[config.mk]
export PLATFORM = sky130hd
export DESIGN_NAME = fp_accum_seq
export DESIGN_NICKNAME = d
export VERILOG_FILES = /design/src/rtl/fp_accum_seq.sv
export SDC_FILE = /design/constraint.sdc
export NUM_CORES = 1
export LEC_CHECK = 0
export BUFFER_PORTS_ARGS = -buffer_cell sky130_fd_sc_hd__buf_2
export CORE_MARGIN = 5
export CORE_UTILIZATION = 52
export CTS_CLUSTER_DIAMETER = 60
export DETAILED_ROUTE_END_ITERATION = 12
export GPL_TIMING_DRIVEN = 0
export PLACE_DENSITY = 0.91
export SLEW_MARGIN = 20
export SYNTH_ARGS = -nofsm -noshare
export SYNTH_HDL_FRONTEND = slang
export SYNTH_SLANG_ARGS = --single-unit
[constraint.sdc]
create_clock -name clk -period 3.25 [get_ports clk]
set_input_delay 0.4875 -clock clk [delete_from_list [all_inputs] [get_ports clk]]
set_output_delay 0.4875 -clock clk [all_outputs]
set_load 0.05 [all_outputs]
[src/rtl/fp_accum_seq.sv]
// Accumulation sequencer for a single-precision adder stage: feeds the running
// sum and next operand to the adder, times its latency, and emits the final sum.
//
// state      | meaning
// -----------+-------------------------------------------------------------
// S_IDLE     | waiting for start; samples len
// S_WAIT_IN  | in_ready high, waiting for the next operand
// S_ISSUE    | one-cycle add_enable pulse, latency counter loaded
// S_WAIT_ADD | counting out adder latency, then capturing result when done
// S_DONE     | sum_valid pulse, sum holds the final accumulation
module fp_accum_seq #(
    parameter int COUNT_W = 8,
    parameter int ADD_LAT = 1
) (
    input  logic               clk,
    input  logic               rst_n,
    input  logic               start,
    input  logic [COUNT_W-1:0] len,
    input  logic               in_valid,
    input  logic [31:0]        in_data,
    output logic               in_ready,
    output logic [31:0]        add_dataa,
    output logic [31:0]        add_datab,
    output logic               add_enable,
    input  logic               add_done,
    input  logic [31:0]        add_result,
    output logic               busy,
    output logic               sum_valid,
    output logic [31:0]        sum
);

    localparam int LAT_W = (ADD_LAT > 1) ? $clog2(ADD_LAT) : 1;
    localparam logic [LAT_W-1:0] LAT_INIT = LAT_W'(ADD_LAT - 1);

    typedef enum logic [2:0] {
        S_IDLE,
        S_WAIT_IN,
        S_ISSUE,
        S_WAIT_ADD,
        S_DONE
    } state_t;

    state_t             state_q, state_d;
    logic [31:0]        acc_q, acc_d;
    logic [31:0]        opnd_q, opnd_d;
    logic [31:0]        sum_q, sum_d;
    logic [COUNT_W-1:0] remaining_q, remaining_d;
    logic [LAT_W-1:0]   lat_cnt_q, lat_cnt_d;

    always_comb begin
        state_d     = state_q;
        acc_d       = acc_q;
        opnd_d      = opnd_q;
        sum_d       = sum_q;
        remaining_d = remaining_q;
        lat_cnt_d   = lat_cnt_q;
        case (state_q)
            S_IDLE: begin
                if (start) begin
                    acc_d       = 32'h0000_0000;
                    remaining_d = len;
                    lat_cnt_d   = '0;
                    if (len == '0) begin
                        sum_d   = 32'h0000_0000;
                        state_d = S_DONE;
                    end else begin
                        state_d = S_WAIT_IN;
                    end
                end
            end
            S_WAIT_IN: begin
                if (in_valid) begin
                    opnd_d  = in_data;
                    state_d = S_ISSUE;
                end
            end
            S_ISSUE: begin
                lat_cnt_d = LAT_INIT;
                state_d   = S_WAIT_ADD;
            end
            S_WAIT_ADD: begin
                if (lat_cnt_q != '0) begin
                    lat_cnt_d = lat_cnt_q - LAT_W'(1);
                end else if (add_done) begin
                    acc_d       = add_result;
                    remaining_d = remaining_q - COUNT_W'(1);
                    // sum is loaded on entry to DONE so it is already final during the pulse
                    if (remaining_q == COUNT_W'(1)) begin
                        sum_d   = add_result;
                        state_d = S_DONE;
                    end else begin
                        state_d = S_WAIT_IN;
                    end
                end
            end
            S_DONE: begin
                state_d = S_IDLE;
            end
            default: begin
                state_d = S_IDLE;
            end
        endcase
    end

    always_ff @(posedge clk or negedge rst_n) begin
        if (!rst_n) begin
            state_q     <= S_IDLE;
            acc_q       <= '0;
            opnd_q      <= '0;
            sum_q       <= '0;
            remaining_q <= '0;
            lat_cnt_q   <= '0;
        end else begin
            state_q     <= state_d;
            acc_q       <= acc_d;
            opnd_q      <= opnd_d;
            sum_q       <= sum_d;
            remaining_q <= remaining_d;
            lat_cnt_q   <= lat_cnt_d;
        end
    end

    assign in_ready   = (state_q == S_WAIT_IN);
    assign add_enable = (state_q == S_ISSUE);
    assign busy       = (state_q != S_IDLE);
    assign sum_valid  = (state_q == S_DONE);
    assign add_dataa  = acc_q;
    assign add_datab  = opnd_q;
    assign sum        = sum_q;

endmodule

Word level (Yosys, flattened, before mapping):

Cells that the tools add are included.

* latch bits: 0
* memories kept: 0
* logic and storage cells: 53
* bits of input ports: 77
* bits in registers: 108
* RAM bits: 0
* output and inout port bits: 100
* bits in read-only memories: 0

* multipliers: 0
* divide/modulo/power cells: 0
* reduce and logical (&&, ||, !) cells: 10
* magnitude comparators: 0
* eq/ne operators: 11
* shift operators: 0
* bitwise gates (word level): 0
* add/subtract/negate cells: 2
* mux-type cells: 24

Operator list (count)
* $mux 32: 8
* $pmux 32 s2: 2
* $mux 8: 3
* $mux 3: 6
* $pmux 8 s2: 1
* $ne 2x2->1 const B: 6
* $pmux 3 s4: 1
* $eq 8x1->1 const B: 1
* $logic_not 8->1: 1
* $reduce_and 4->1: 2
* $sub 8x1->8 const B: 1
* $eq 3x2->1 const B: 2
* $reduce_and 6->1: 1
* $reduce_bool 3->1: 2
* $reduce_and 2->1: 2
* $eq 3x1->1 const B: 1
* $eq 3x3->1 const B: 1
* $logic_not 3->1: 1
* $pmux 1 s3: 1
* $mux 1: 2
* $reduce_bool 2->1: 1
* $sub 1x1->1 const B: 1

Depth between registers and ports, before layout:

Gate-level depths: netlist of run 1.

* depth after elaboration: 5
* gate-level depth with buffers: 7

Least setup slack after synthesis of run 1:

OpenSTA, ideal clock, no wires.

* path kind: register -> output
* from: register state_q[1]
* to: output add_enable
* path buffers: 1
* setup slack: 0.983 ns
* arrival: 1.779 ns
* stages on the path, launching flop included: 3
* cells stage by stage: dfrtp_1 clkbuf_1 nor3b_1

* cells in the longest elaborated chain, start to end: 1

RTL lines
* start, declared: line 43 `state_t state_q, state_d;`
* start signal, assigned: line 114 `state_q <= state_d;`
* $eq 3x2->1: line 124 `assign add_enable = (state_q == S_ISSUE);`
* end, declared: line 24 `output logic add_enable,`

Every way passes these cells.

Worst setup path after layout of run 1:

* from: register remaining_q[2]
* to: register sum_q[13] (netlist: sum[13])

* cells in the longest elaborated chain, start to end: 3

RTL lines
* start, declared: line 47 `logic [COUNT_W-1:0] remaining_q, remaining_d;`
* start signal, assigned: line 118 `remaining_q <= remaining_d;`
* $eq 8x1->1: line 88 `if (remaining_q == COUNT_W'(1)) begin`
* $ne 2x2->1 (no line)
* $reduce_and 6->1 (no line)
* end signal, assigned: line 117 `sum_q <= sum_d;`
* end, declared: line 46 `logic [31:0] sum_q, sum_d;`

Every way passes these cells.
A chain may end at the register's enable or synchronous reset.

==> metrics.csv, run 1 <==
metric,value,unit
first-pass GRT wire length,17900,um
Hold Path Class,in -> async,
RSZ-0062 raised after global routing,no,
Setup-failing EPs final,0,
Core ar.,0.00813,sq mm
gpl congestion,0.845,
clock skew,12.0,ps
number of global-route vias before repair,3604,
Fin Setup TNS,0,ps
Post-Place Cell Area,0.00534,sq mm
Initial Util,52.8,%
IO Count,177,
area grow syn2layout,29.8,%
Clk pwr share,16.7,%
CP Data Required Time,3550,ps
Synth Instances,367,
# H-tree levels,3,
clock insertion delay at the later pin of the skew report,360,ps
Post-synth EDFFs,0,
Vias,3595,
CTS Buffer Depth,2,
VDD IR max,0.000354,V
minimum clock period,2170,ps
area occupied by multi-input gates,0.00147,sq mm
synth warn,0,
status,"finished, final reports clean",
combinational group share of total power,49.2,%
CTS tree,built,
post-synth cell types,37,
FF-to-FF End,sum[13],
Synth async-reset ratio,100,%
hold_buf cts,0,
total leakage power,3.05,nW
port buffer count,176,
DR WL/cell,17.0,um
Pwr Total,5.52,mW
Synth Flop Type,dfrtp_1,
"slowest stage cell, crit path",nor3_1,
largest net degree at the start of global routing,58,
"Cell Area, Synth",0.00429,sq mm
Worst-Margin Slew,661,ps
total track usage,22.4,%
WL final,11300,um
clock transition at the registers of the reported paths,110,ps
Synth Net Count,446,
Final Hold Viols,0,
Commonest cells post-synth,"107 x dfrtp_1, 71 x nand2_1, 34 x nand3_1",
"critical path, cell by cell","nor3_2, nand4b_1, nor3_1, clkbuf_1, a22o_1",
post-synth top area share,62.4,%
proportion of layout cells with a drive suffix above 1,41.6,%
DRC,0,
fin crit share,66.9,%
"Arr. time, crit path",2470,ps
number of buffers created by CTS,9,
Startpoint Class,register,
Inserted Diodes,0,
CP endpoint kind,register,
hpwl dp,8690,um
DR vias/cell,5.41,
sequential cell area,0.00268,sq mm
maximum clock frequency,0.460,GHz
Placed Instances,649,
switching pwr,2.64,mW
Crit Path Max Fanout,10,
Max Transition Viols Final,0,
Int Power,2.89,mW
initial drt markers,154,
worst reg2reg startpoint,remaining_q[2],
Die H,101,um
R2R setup slack,1080,ps
largest area contributor in the netlist,dfrtp_1,
leading post-synthesis cells by cell area,"dfrtp_1 62%, mux2_2 6.8%, a22o_1 6.5%",
Final Cell Area,0.00557,sq mm
Slew headroom,55.9,%
Final ANT Viol Nets,0,
Post-layout nets,634,
Crit path largest cell delay,530,ps
cts repair resizes,0,
die width,101,um
root buffer selected by CTS,clkbuf_8,
grt ovf,0,
Register-to-Register Path Depth,5,
"Core Util, Final",68.5,%
number of cell rows,33,
Filler Cell Count,660,
#FFs+latches synth,107,
Layout Cells excl Fill,665,
number of post-CTS setup repair buffers,0,
initial antenna violation count,0,
full die area,0.0102,sq mm
part of the power in registers,34.1,%
Power Density,992,mW/mm^2
"Seq/Total Area, Yosys",62.4,%
Max Cap Viol,0,
most frequent cell after synthesis,dfrtp_1,
switching share of power,47.8,%
Synth Area per Inst,11.7,sq um
DRT Pass-1 Iters,4,
WS Path Type,reg -> reg,
# clock sinks,107,
flip-flops by register name (all words and copies together) (netlist names):
register / flops
add_dataa: 32
add_datab: 32
sum: 32
remaining_q: 8
state_q: 3
critical path, delay by kind of cell (launching register included):
kind	cells	cell delay, ps
simple gates	3	1010
flops	1	440
buf+inv	1	440
compound gates	1	220
final cells by class:
type                    instances  area share [%]
multi-input cells             230            26.3
plain buffers                  25            2.29
inverters                       5           0.337
clock buffers                  10            2.47
clock inverters                 6            1.73
well taps                     105            2.36
repair buffers                177            16.4
flip-flops and latches        107            48.1
routing by layer:
layer | wire [um] | track usage (%) | vias up
met1 | 4590 | 29.0 | 1750
met2 | 5450 | 37.5 | 169
met4 | 208 | 6.53 | 0
met5 | 0 | 0 | -
li1 | - | - | 1657
met3 | 1060 | 5.26 | 19
power by group through the flow:
stage	Combinational (mW)	Sequential [mW]	Clock (mW)
finish	2.72	1.89	0.921
floorplan	1.03	2.88	0
global route	2.91	1.93	0.989
detailed placement	2.74	1.91	0
CTS	2.74	1.88	0.933
global placement	2.66	1.88	0
cells in the final DEF (no fill, tap or decap), types with 2 or more instances in the layout:
cell type / Yosys / final
nand3b_1: 3 / 3
nand3_1: 34 / 34
mux2_2: 26 / 26
buf_6: 3 / 4
a21oi_1: 10 / 10
a22o_1: 32 / 32
nor3b_1: 3 / 3
bufinv_16: 0 / 2
ha_1: 2 / 2
nor3_1: 3 / 3
dfrtp_1: 107 / 107
clkbuf_1: 11 / 11
a211oi_1: 3 / 3
nor4_1: 3 / 3
nand2_1: 71 / 71
buf_1: 2 / 2
or3_1: 2 / 2
buf_2: 9 / 184
o22ai_1: 3 / 3
o21ai_0: 4 / 4
o21ai_1: 2 / 2
mux2_1: 6 / 6
a22oi_1: 2 / 2
nor2_1: 7 / 7
clkbuf_8: 0 / 10
inv_1: 5 / 5
nand2b_1: 2 / 2
through the flow:
stage / hold slack (ps) / worst slack, ps
floorplan: 192 / 983
global placement: 448 / 644
detailed placement: 457 / 971
CTS: 62.0 / 1090
global route: 70.3 / 900
finish: 52.3 / 1080
worst max path at each step:
| stage | start | end | slack (ps) | cells past startpoint |
|---|---|---|---|---|
| floorplan | state_q[1] | add_enable | 980 | 2 |
| global placement | rst_n | sum[30] | 640 | 1 |
| detailed placement | start | add_dataa[23] | 970 | 6 |
| CTS | remaining_q[2] | sum[13] | 1090 | 5 |
| global route | remaining_q[2] | sum[13] | 900 | 5 |
| finish | remaining_q[2] | sum[13] | 1080 | 5 |
kinds of logic (layout without fill, tap and decap cells):
group                    Yosys count  count (layout)  share of synthesized area [%]
multiplexers                      32              32                           8.40
AND/OR/NAND/NOR                  134             134                           14.4
flip-flops                       107             107                           62.4
buffers and inverters             30             223                           3.41
adder cells (fa/ha/maj)            2               2                          0.583
AO/OA/AOI/OAI                     62              62                           10.8
No activity file was read; power rests on OpenSTA's default activity.
==> run 2, diff against run 1 <==
Settings changed: CORE_UTILIZATION 52 to 43, PLACE_DENSITY 0.91 to 0.82.
Clock period 3.25 ns to 1.8 ns, I/O delays scaled along.
==> run 2 against run 1 <==
  * The flow now finishes with violations (setup timing)
  * Clock power rose by 97%
  * Utilization fell by 8.8 points
  * Clock skew rose by 8.4 ps
  * Count of clock-buffer cells in the layout fell by 1
  * Non-clock buffer count rose by 11
  * Total power rose by 90%
  * Worst setup slack got worse by 1200 ps
  * Sequential share of layout area fell by 2.1 points
  * Via count fell by 0.56%
  * Wire length rose by 4.3%
  * Critical endpoint unchanged
  * Largest cell class unchanged
==> metrics.csv, run 2 (synthesized netlist as in run 1, its figures left out) <==
metric,value,unit,change
# H-tree levels,3,,unchanged
Initial Util,43.9,%,was 52.8%
maximum clock frequency,0.521,GHz,was 0.460 GHz
"Arr. time, crit path",2170,ps,was 2470 ps
first-pass GRT wire length,17800,um,was 17900 um
area grow syn2layout,35.9,%,was 29.8%
Final WS setup,-120,ps,was 1080 ps
Fin Setup TNS,-3080,ps,was 0 ps
number of global-route vias before repair,3578,,was 3604
# clock sinks,107,,unchanged
Max Cap Viol,0,,unchanged
full die area,0.0121,sq mm,was 0.0102 sq mm
minimum clock period,1920,ps,was 2170 ps
DRT Pass-1 Iters,5,,was 4
failing checks,setup timing,,
CTS Buffer Depth,2,,unchanged
number of cell rows,36,,was 33
total leakage power,3.18,nW,was 3.05 nW
Final Hold Viols,0,,unchanged
port buffer count,176,,unchanged
clock skew,20.4,ps,was 12.0 ps
fin crit share,107,%,was 66.9%
Vias,3575,,was 3595
WL final,11800,um,was 11300 um
Final Cell Area,0.00583,sq mm,was 0.00557 sq mm
IO Count,177,,unchanged
gpl congestion,0.830,,was 0.845
Post-Place Cell Area,0.00539,sq mm,was 0.00534 sq mm
Die H,110,um,was 101 um
Worst-Margin Slew,501,ps,was 661 ps
Power Density,1800,mW/mm^2,was 992 mW/mm^2
CP endpoint kind,register,,unchanged
WS Path Type,reg -> reg,,unchanged
Slew headroom,66.6,%,was 55.9%
Max Transition Viols Final,0,,unchanged
CTS tree,built,,unchanged
VDD IR max,0.000938,V,was 0.000354 V
clock transition at the registers of the reported paths,120,ps,was 110 ps
Startpoint Class,register,,unchanged
total track usage,19.1,%,was 22.4%
number of buffers created by CTS,9,,unchanged
"commonest non-fill, non-tap cell in the layout",buf_2,,unchanged
Setup-failing EPs final,31,,was 0
CP Data Required Time,2050,ps,was 3550 ps
Inserted Diodes,0,,unchanged
Core ar.,0.00977,sq mm,was 0.00813 sq mm
clock insertion delay at the later pin of the skew report,370,ps,was 360 ps
initial drt markers,279,,was 154
DRC,0,,unchanged
Final ANT Viol Nets,0,,unchanged
Post-layout nets,645,,was 634
die width,110,um,was 101 um
proportion of layout cells with a drive suffix above 1,46.6,%,was 41.6%
Placed Instances,677,,was 649
initial antenna violation count,0,,unchanged
RSZ-0062 raised after global routing,yes,,was no
Hold Path Class,in -> reg,,was in -> async
hpwl dp,8680,um,was 8690 um
DR vias/cell,5.08,,was 5.41
Layout Cells excl Fill,704,,was 665
root buffer selected by CTS,clkbuf_8,,unchanged
Pwr Total,10.5,mW,was 5.52 mW
most frequent cells in the layout,"178 x buf_2, 106 x dfrtp_1, 71 x nand2_1",,"was 184 x buf_2, 107 x dfrtp_1, 71 x nand2_1"
Crit Path Max Fanout,10,,unchanged
status,"finished, violations left",,"was finished, final reports clean"
largest net degree at the start of global routing,55,,was 58
DR WL/cell,16.8,um,was 17.0 um
grt ovf,0,,unchanged
run 2: metrics by stage:
step / setup slack, ps / hold slack, ps / utilization (%)
6_report: -120 / 122 / 59.7
5_1_grt: -168 / 104 / 59.7
4_1_cts: -90.5 / 104 / 58.6
3_5_place_dp: -583 / 257 / 55.1
3_3_place_gp: -608 / 448 / 54.8
2_1_floorplan: 52.2 / -25.6 / -
run 2: final cells by class:
cell class	count	area, sq um
plain buffers	24	169
clock buffers	9	124
flip-flops and latches	107	2680
multi-input cells	230	1540
fillers	822	3940
well taps	133	166
clock inverters	7	130
inverters	5	18.8
repair buffers	189	1010
run 2: worst max-delay path: stages, from the launching register on:
cell,delay [ps]
dfrtp_1,460
nor3_4,260
nand4b_1,260
a211o_4,450
buf_6,160
a22o_1,230
run 2: worst paths after layout:
check,from,to,slack [ps],cells past startpoint
setup / recovery,remaining_q[3],sum[13],-120,5
hold / removal,add_result[5],sum[5],120,2
setup reg to reg,remaining_q[3],sum[13],-120,5
hold reg to reg,add_dataa[2],add_dataa[2],470,2
max in group asynchronous,rst_n,state_q[2],730,3
min in group asynchronous,rst_n,add_datab[20],410,2
run 2: metal layers:
layer	track usage, %	wire, um	vias up
li1	-	-	1691
met1	25.1	5070	1700
met2	30.5	5390	171
met3	5.05	1190	13
met4	6.32	142	0
met5	0	0	-
run 2: repair_timing:
| item | 4_1_cts | 5_1_grt |
|---|---|---|
| hold buffers | 1 | 0 |
| gates cloned | 0 | 0 |
| setup endpoints to repair | 106 | 87 |
| pin swaps | 3 | 5 |
| gates resized for setup | 25 | 17 |
| endpoints found under the hold margin | 53 | 0 |
| buffers inserted | 2 | 9 |
run 2: power breakdown:
part / switching [mW] / internal [mW] / leakage [nW]
Clock: 0.856 / 0.954 / 0.128
Combinational: 3.67 / 1.59 / 1.66
Sequential: 0.392 / 3.04 / 1.39
Total: 4.91 / 5.59 / 3.18
